===== config.mk =====
export PLATFORM = sky130hd
export DESIGN_NAME = mdio_phy_emulator
export DESIGN_NICKNAME = d
export VERILOG_FILES = /design/src/rtl/mdio_phy_emulator_pkg.sv /design/src/rtl/mdio_phy_emulator_regfile.sv /design/src/rtl/mdio_phy_emulator.sv
export SDC_FILE = /design/constraint.sdc
export NUM_CORES = 1
export LEC_CHECK = 0
export ABC_AREA = 1
export BUFFER_PORTS_ARGS = -buffer_cell sky130_fd_sc_hd__buf_4
export CAP_MARGIN = 20
export CORE_MARGIN = 10
export CORE_UTILIZATION = 45
export CTS_BUF_LIST = sky130_fd_sc_hd__clkbuf_8
export DETAILED_ROUTE_END_ITERATION = 8
export PLACE_DENSITY = 0.57
export SETUP_SLACK_MARGIN = 0.02
export SYNTH_ARGS = -nofsm -noshare
export SYNTH_HDL_FRONTEND = slang
export SYNTH_SLANG_ARGS = --single-unit

===== constraint.sdc =====
create_clock -name mdc -period 5.15 [get_ports mdc]
set_input_delay 0.7725 -clock mdc [delete_from_list [all_inputs] [get_ports mdc]]
set_output_delay 0.7725 -clock mdc [all_outputs]
set_load 0.03 [all_outputs]

===== src/rtl/mdio_phy_emulator_pkg.sv =====
// Shared constants and state encoding for the clause-22 MDIO PHY emulator.
// Frame bit indices are the posedge on which bit k is sampled.
package mdio_phy_emulator_pkg;

    localparam int REG_W = 16;

    localparam logic [1:0] OP_READ  = 2'b10;
    localparam logic [1:0] OP_WRITE = 2'b01;

    localparam logic [4:0] K_OP_LAST  = 5'd3;
    localparam logic [4:0] K_PHY_LAST = 5'd8;
    localparam logic [4:0] K_REG_LAST = 5'd13;
    localparam logic [4:0] K_TA_FIRST = 5'd14;
    localparam logic [4:0] K_TA_LAST  = 5'd15;
    localparam logic [4:0] K_LAST     = 5'd31;

    typedef enum logic [2:0] {
        S_IDLE  = 3'd0,
        S_ST    = 3'd1,
        S_OP    = 3'd2,
        S_PHYAD = 3'd3,
        S_REGAD = 3'd4,
        S_TA    = 3'd5,
        S_DATA  = 3'd6
    } mdio_state_e;

endpackage


===== src/rtl/mdio_phy_emulator_regfile.sv =====
// Emulated PHY register storage: masked writes, soft-reset reload from init
// values, combinational read (0 outside the implemented range).
module mdio_phy_emulator_regfile
    import mdio_phy_emulator_pkg::*;
#(
    parameter int                        NUM_REGS = 32,
    parameter logic [REG_W*NUM_REGS-1:0] REG_INIT = '0,
    parameter logic [REG_W*NUM_REGS-1:0] WR_MASK  = '1
) (
    input  logic             mdc,
    input  logic             rst,
    input  logic             we,
    input  logic [4:0]       waddr,
    input  logic [REG_W-1:0] wdata,
    input  logic [4:0]       raddr,
    output logic [REG_W-1:0] rdata,
    output logic [REG_W-1:0] wr_result
);

    logic [REG_W-1:0] regs [NUM_REGS];
    logic [REG_W-1:0] cur;
    logic [REG_W-1:0] mask;
    logic             soft_rst;

    always_comb begin
        rdata = '0;
        cur   = '0;
        mask  = '0;
        for (int i = 0; i < NUM_REGS; i++) begin
            if (raddr == 5'(i)) rdata = regs[i];
            if (waddr == 5'(i)) begin
                cur  = regs[i];
                mask = WR_MASK[REG_W*i +: REG_W];
            end
        end
    end

    // Soft reset ignores the mask: bit 15 of reg 0 is self-clearing.
    assign soft_rst  = we && (waddr == 5'd0) && wdata[15];
    assign wr_result = soft_rst ? REG_INIT[REG_W-1:0] : ((cur & ~mask) | (wdata & mask));

    always_ff @(posedge mdc) begin
        if (rst || soft_rst) begin
            for (int i = 0; i < NUM_REGS; i++) regs[i] <= REG_INIT[REG_W*i +: REG_W];
        end else if (we) begin
            for (int i = 0; i < NUM_REGS; i++) begin
                if (waddr == 5'(i)) regs[i] <= wr_result;
            end
        end
    end

endmodule


===== src/rtl/mdio_phy_emulator.sv =====
// Clause-22 MDIO slave emulating a PHY register file; frame FSM, shifters,
// pad control and write-notify strobe, all on mdc.
//
//   state   | meaning
//   --------+-----------------------------------------------------------
//   S_IDLE  | counting preamble ones; a 0 after a full preamble is ST bit 0
//   S_ST    | k=1, second start bit must be 1
//   S_OP    | k=2..3, opcode; anything but read/write aborts
//   S_PHYAD | k=4..8, PHY address shift
//   S_REGAD | k=9..13, register address shift
//   S_TA    | k=14..15, turnaround; read response starts driving at k=14
//   S_DATA  | k=16..31, data shift in (write) or out (read)
module mdio_phy_emulator
    import mdio_phy_emulator_pkg::*;
#(
    parameter logic [4:0]                PHY_ADDR     = 5'd4,
    parameter int                        NUM_REGS     = 32,
    parameter logic [REG_W*NUM_REGS-1:0] REG_INIT     = '0,
    parameter logic [REG_W*NUM_REGS-1:0] WR_MASK      = '1,
    parameter int                        PREAMBLE_MIN = 32,
    parameter bit                        BCAST_EN     = 1'b1
) (
    input  logic        mdc,
    input  logic        rst,
    input  logic        mdio_i,
    output logic        mdio_t,
    output logic        mdio_o,
    output logic        busy,
    output logic        wr_stb,
    output logic [4:0]  wr_addr,
    output logic [15:0] wr_data
);

    localparam logic [5:0] PRE_MIN = 6'(PREAMBLE_MIN);

    mdio_state_e      state, state_nxt;
    logic [5:0]       ones_cnt;
    logic [4:0]       bit_cnt;
    logic [1:0]       op_sr;
    logic [4:0]       phy_sr;
    logic [4:0]       reg_sr;
    logic [14:0]      data_sr;
    logic [REG_W-1:0] rd_sr;
    logic [REG_W-1:0] rdata;
    logic [REG_W-1:0] wr_result;

    logic is_read, is_write, addr_match, addr_ok;
    logic busy_nxt, mdio_t_nxt, mdio_o_nxt;
    logic rd_load, rd_shift, wr_accept;

    assign is_read    = (op_sr == OP_READ);
    assign is_write   = (op_sr == OP_WRITE);
    assign addr_match = (phy_sr == PHY_ADDR) || (BCAST_EN && is_write && (phy_sr == 5'd0));
    assign addr_ok    = ({1'b0, reg_sr} < 6'(NUM_REGS));

    always_ff @(posedge mdc) begin
        if (rst) begin
            state    <= S_IDLE;
            ones_cnt <= '0;
            bit_cnt  <= '0;
            op_sr    <= '0;
            phy_sr   <= '0;
            reg_sr   <= '0;
            data_sr  <= '0;
            rd_sr    <= '0;
            mdio_t   <= 1'b0;
            mdio_o   <= 1'b0;
            busy     <= 1'b0;
            wr_stb   <= 1'b0;
            wr_addr  <= '0;
            wr_data  <= '0;
        end else begin
            state   <= state_nxt;
            bit_cnt <= (state == S_IDLE) ? 5'd1 : bit_cnt + 5'd1;

            // Any frame activity (including the start bit) restarts the preamble count.
            if (state == S_IDLE && state_nxt == S_IDLE && mdio_i)
                ones_cnt <= (ones_cnt == PRE_MIN) ? ones_cnt : ones_cnt + 6'd1;
            else
                ones_cnt <= '0;

            if (state == S_OP)    op_sr   <= {op_sr[0], mdio_i};
            if (state == S_PHYAD) phy_sr  <= {phy_sr[3:0], mdio_i};
            if (state == S_REGAD) reg_sr  <= {reg_sr[3:0], mdio_i};
            if (state == S_DATA)  data_sr <= {data_sr[13:0], mdio_i};

            if (rd_load)       rd_sr <= rdata;
            else if (rd_shift) rd_sr <= {rd_sr[REG_W-2:0], 1'b0};

            mdio_t <= mdio_t_nxt;
            mdio_o <= mdio_o_nxt;
            busy   <= busy_nxt;
            wr_stb <= wr_accept;
            if (wr_accept) begin
                wr_addr <= reg_sr;
                wr_data <= wr_result;
            end
        end
    end

    always_comb begin
        state_nxt = state;
        case (state)
            S_IDLE:  if (!mdio_i && ones_cnt == PRE_MIN) state_nxt = S_ST;
            S_ST:    state_nxt = mdio_i ? S_OP : S_IDLE;
            S_OP: begin
                if (bit_cnt == K_OP_LAST) begin
                    if ({op_sr[0], mdio_i} == OP_READ || {op_sr[0], mdio_i} == OP_WRITE)
                        state_nxt = S_PHYAD;
                    else
                        state_nxt = S_IDLE;
                end
            end
            S_PHYAD: if (bit_cnt == K_PHY_LAST) state_nxt = S_REGAD;
            S_REGAD: if (bit_cnt == K_REG_LAST) state_nxt = S_TA;
            S_TA:    if (bit_cnt == K_TA_LAST)  state_nxt = S_DATA;
            S_DATA:  if (bit_cnt == K_LAST)     state_nxt = S_IDLE;
            default: state_nxt = S_IDLE;
        endcase
    end

    always_comb begin
        busy_nxt   = (state != S_IDLE) && (state_nxt != S_IDLE);
        mdio_t_nxt = mdio_t;
        mdio_o_nxt = mdio_o;
        rd_load    = 1'b0;
        rd_shift   = 1'b0;
        wr_accept  = 1'b0;
        if (state == S_TA && bit_cnt == K_TA_FIRST) begin
            if (is_read && addr_match) begin
                mdio_t_nxt = 1'b1;
                mdio_o_nxt = 1'b0;
                rd_load    = 1'b1;
            end
        end else if (state == S_DATA && bit_cnt == K_LAST) begin
            mdio_t_nxt = 1'b0;
            mdio_o_nxt = 1'b0;
            wr_accept  = is_write && addr_match && addr_ok;
        end else if (mdio_t) begin
            mdio_o_nxt = rd_sr[REG_W-1];
            rd_shift   = 1'b1;
        end
    end

    mdio_phy_emulator_regfile #(
        .NUM_REGS (NUM_REGS),
        .REG_INIT (REG_INIT),
        .WR_MASK  (WR_MASK)
    ) u_regfile (
        .mdc       (mdc),
        .rst       (rst),
        .we        (wr_accept),
        .waddr     (reg_sr),
        .wdata     ({data_sr, mdio_i}),
        .raddr     (reg_sr),
        .rdata     (rdata),
        .wr_result (wr_result)
    );

endmodule


==> out/metrics.yaml <==
run_status:
  status: "complete, no violations"
logic_synthesis:
  yosys_warnings: 0
  yosysUniqueCellTypes: 47
  syn_nets: 2366
  synth_ff_type: "edfxtp_1"
  synthCells: 2355
  syn_avg_cell_area_um2: 10.6
  yosysTopAreaCellShare_pct: 61.7
  async_flop_share_pct: 0
  ys_top_cells_by_area: "edfxtp_1 62%, nand2_1 7.7%, dfxtp_1 6.6%, nor2_1 6.5%, a21oi_1 3.0%"
  syn_area_mm2: 0.0249
  synth-edff-count: 512
  ys_ff_latch: 594
  yosys.area.top_type: "edfxtp_1"
  seq_area_frac_synth_pct: 68.3
cts:
  cts-root-buf: "clkbuf_8"
  cts.clk_slew.worst_paths_ns: 0.06
  cts.sinks: 594
  hold_buffers: 0
  clock_latency_ns: 0.70
  post_cts_resize_count: 0
  numCtsBuffers: 98
  cts_tree: "built"
  htreeDepth: 3
  post_cts_buffers: 0
  clockBufferDepth: 3
drt:
  met1_length_mm: 30.7
  drtPass1Iterations: 6
  ant_nets: 0
  vias: 17700
  wire_per_inst_um: 22.0
  met3WireLength_mm: 5.07
  first_iter_violations: 1886
  routed.top_layer: "met4"
  wirelength_mm: 71.4
  wl_met2_mm: 33.5
  route.detailed.drc: 0
  viasPerCell: 5.44
setup_path:
  worst_setup_path_end_kind: "register"
  worstPathCellList: "inv_1 > nor3_4 > buf_4 > inv_1 > nor2_1 > nand3_2 > nor2_1 > inv_1 > nor2_1 > inv_1 > nand2_1 > buf_4 > nor2_1"
  slowest_stage: "nand2_1"
  cp_max_fo: 18
  critPathArrivalTime_ns: 4.42
  crit_type: "reg -> reg"
  cp_top_family: "simple AND/OR/NAND/NOR gates"
  critPathMaxStageDelay_ns: 0.74
  required_ns: 5.56
  crit_buf_inv: 6
  crit_path_start_kind: "register"
power_and_ir_drop:
  swShare_pct: 22.2
  intPower_mw: 7.53
  ir_worst_vdd_mv: 0.225
  p_sw_mw: 2.15
  power_frac_clock_pct: 41.4
  pwr-share-comb_pct: 2.3
  total_power_mw: 9.68
  leakagePower_nw: 9.94
  seqPwrFrac_pct: 56.3
  p_per_area_mw_per_mm2: 348
timing:
  relSlewSlack_pct: 26.5
  rsz0062_at_grt: "false"
  finClkSkew_ns: 0.0352
  setup-tns-final_ns: 0
  min_period_over_period_pct: 77.9
  hold_viol: 0
  worst_pin_slew_ns: 1.10
  setup_viol_count_final: 0
  whs_ns: 0.482
  max_freq_mhz: 249
  layout_setup_ws_ns: 1.14
  final.min_clock_period_ns: 4.01
  maxSlewViolCount: 0
job:
  maxCapViolCount: 0
cells_and_area:
  drive_gt1_share_pct: 12.0
  final_core_util_pct: 50.6
  final_cell_mix: "512 x edfxtp_1, 509 x nand2_1, 430 x nor2_1"
  areaGrowthSynthToFinish_pct: 11.7
  layout_commonest_cell: "edfxtp_1"
  stdcell_count: 3248
  final_design_area_no_fill_mm2: 0.0278
  layout.nets: 2427
floorplan:
  num_io_pins: 28
  dieArea_mm2: 0.0652
  core_mm2: 0.0550
  floorplan.initialDensity_pct: 45.3
  die_x_um: 255
  die_h_um: 255
  rows: 86
worst_hold_path:
  min-delay-path-class: "reg -> reg"
global_route:
  antenna_found_initial: 1
  grt_pass1_wl_mm: 108
  grt_usage_pct: 21.4
  grt_max_degree: 51
  overflow: 0
  grt_pass1_vias: 17400
placed_design:
  place_area_mm2: 0.0259
  portBuffers: 27
  dp_hpwl_mm: 46.1
  gp_congestion: 0.894
  placed_cells: 3062
  preCtsSetupSlack_ns: 1.18
power groups by stage:
stage / Sequential (mW) / Combinational (mW) / Clock (mW)
finish: 5.45 / 0.227 / 4.00
global route: 5.46 / 0.247 / 4.29
CTS: 5.45 / 0.229 / 4.07
detailed placement: 5.55 / 0.228 / 0
global placement: 5.55 / 0.226 / 0
floorplan: 5.52 / 0.127 / 0
worst min-delay path: stages (launching register included):
cell	delay, ns
dfxtp_1	0.32
inv_1	0.05
a21oi_1	0.06
synth_stat cells, drive strengths merged (34+ instances only):
library cell,n
clkbuf,55
a21oi,151
nor2,448
buf,64
edfxtp,512
nand3,60
dfxtp,82
nand2,516
inv,157
o22ai,34
nand4,91
o21ai,67
or2,69
logic make-up after synthesis:
group	Yosys count	share of synthesized area [%]
other	1	0.0151
buffers and inverters	280	4.61
AOI/OAI and AO/OA	272	5.92
and+or+nand+nor	1198	20.7
DFF	594	68.3
adders and majority gates	8	0.402
xor gates and xnor gates	2	0.0703
registers in the layout, summed over array words and instances (netlist names):
name / flops
mdio_o: 1
state: 3
op_sr: 2
mdio_t: 1
wr_stb: 1
reg_sr: 5
wr_addr: 5
wr_data: 16
rd_sr: 16
u_regfile.regs: 512
busy: 1
data_sr: 15
phy_sr: 5
ones_cnt: 6
bit_cnt: 5
layout make-up:
class                      count  area, um2
fill                        4997      27200
sequential                   594      17000
multi-input combinational   1481       6770
clock buffer                 106       1460
tap                          748        936
timing repair buffer          80        611
inverter                     161        604
clock inverter                77        428
antenna                        1       2.50
worst paths after layout:
path / slack, ns / end / startpoint / cells past startpoint
worst max-delay path: 1.14 / u_regfile.regs[4][7] / state[1] / 13
worst min-delay path: 0.48 / op_sr[1] / op_sr[1] / 2
worst max register to register: 1.14 / u_regfile.regs[4][7] / state[1] / 13
worst min register to register: 0.48 / op_sr[1] / op_sr[1] / 2
per-layer routing:
metal / up-vias / track usage [%]
met5: - / 0
met4: 0 / 7.23
met3: 144 / 3.95
met2: 696 / 34.6
met1: 8707 / 28.7
li1: 8129 / -
Note: power is estimated with default switching activity, not from simulation.
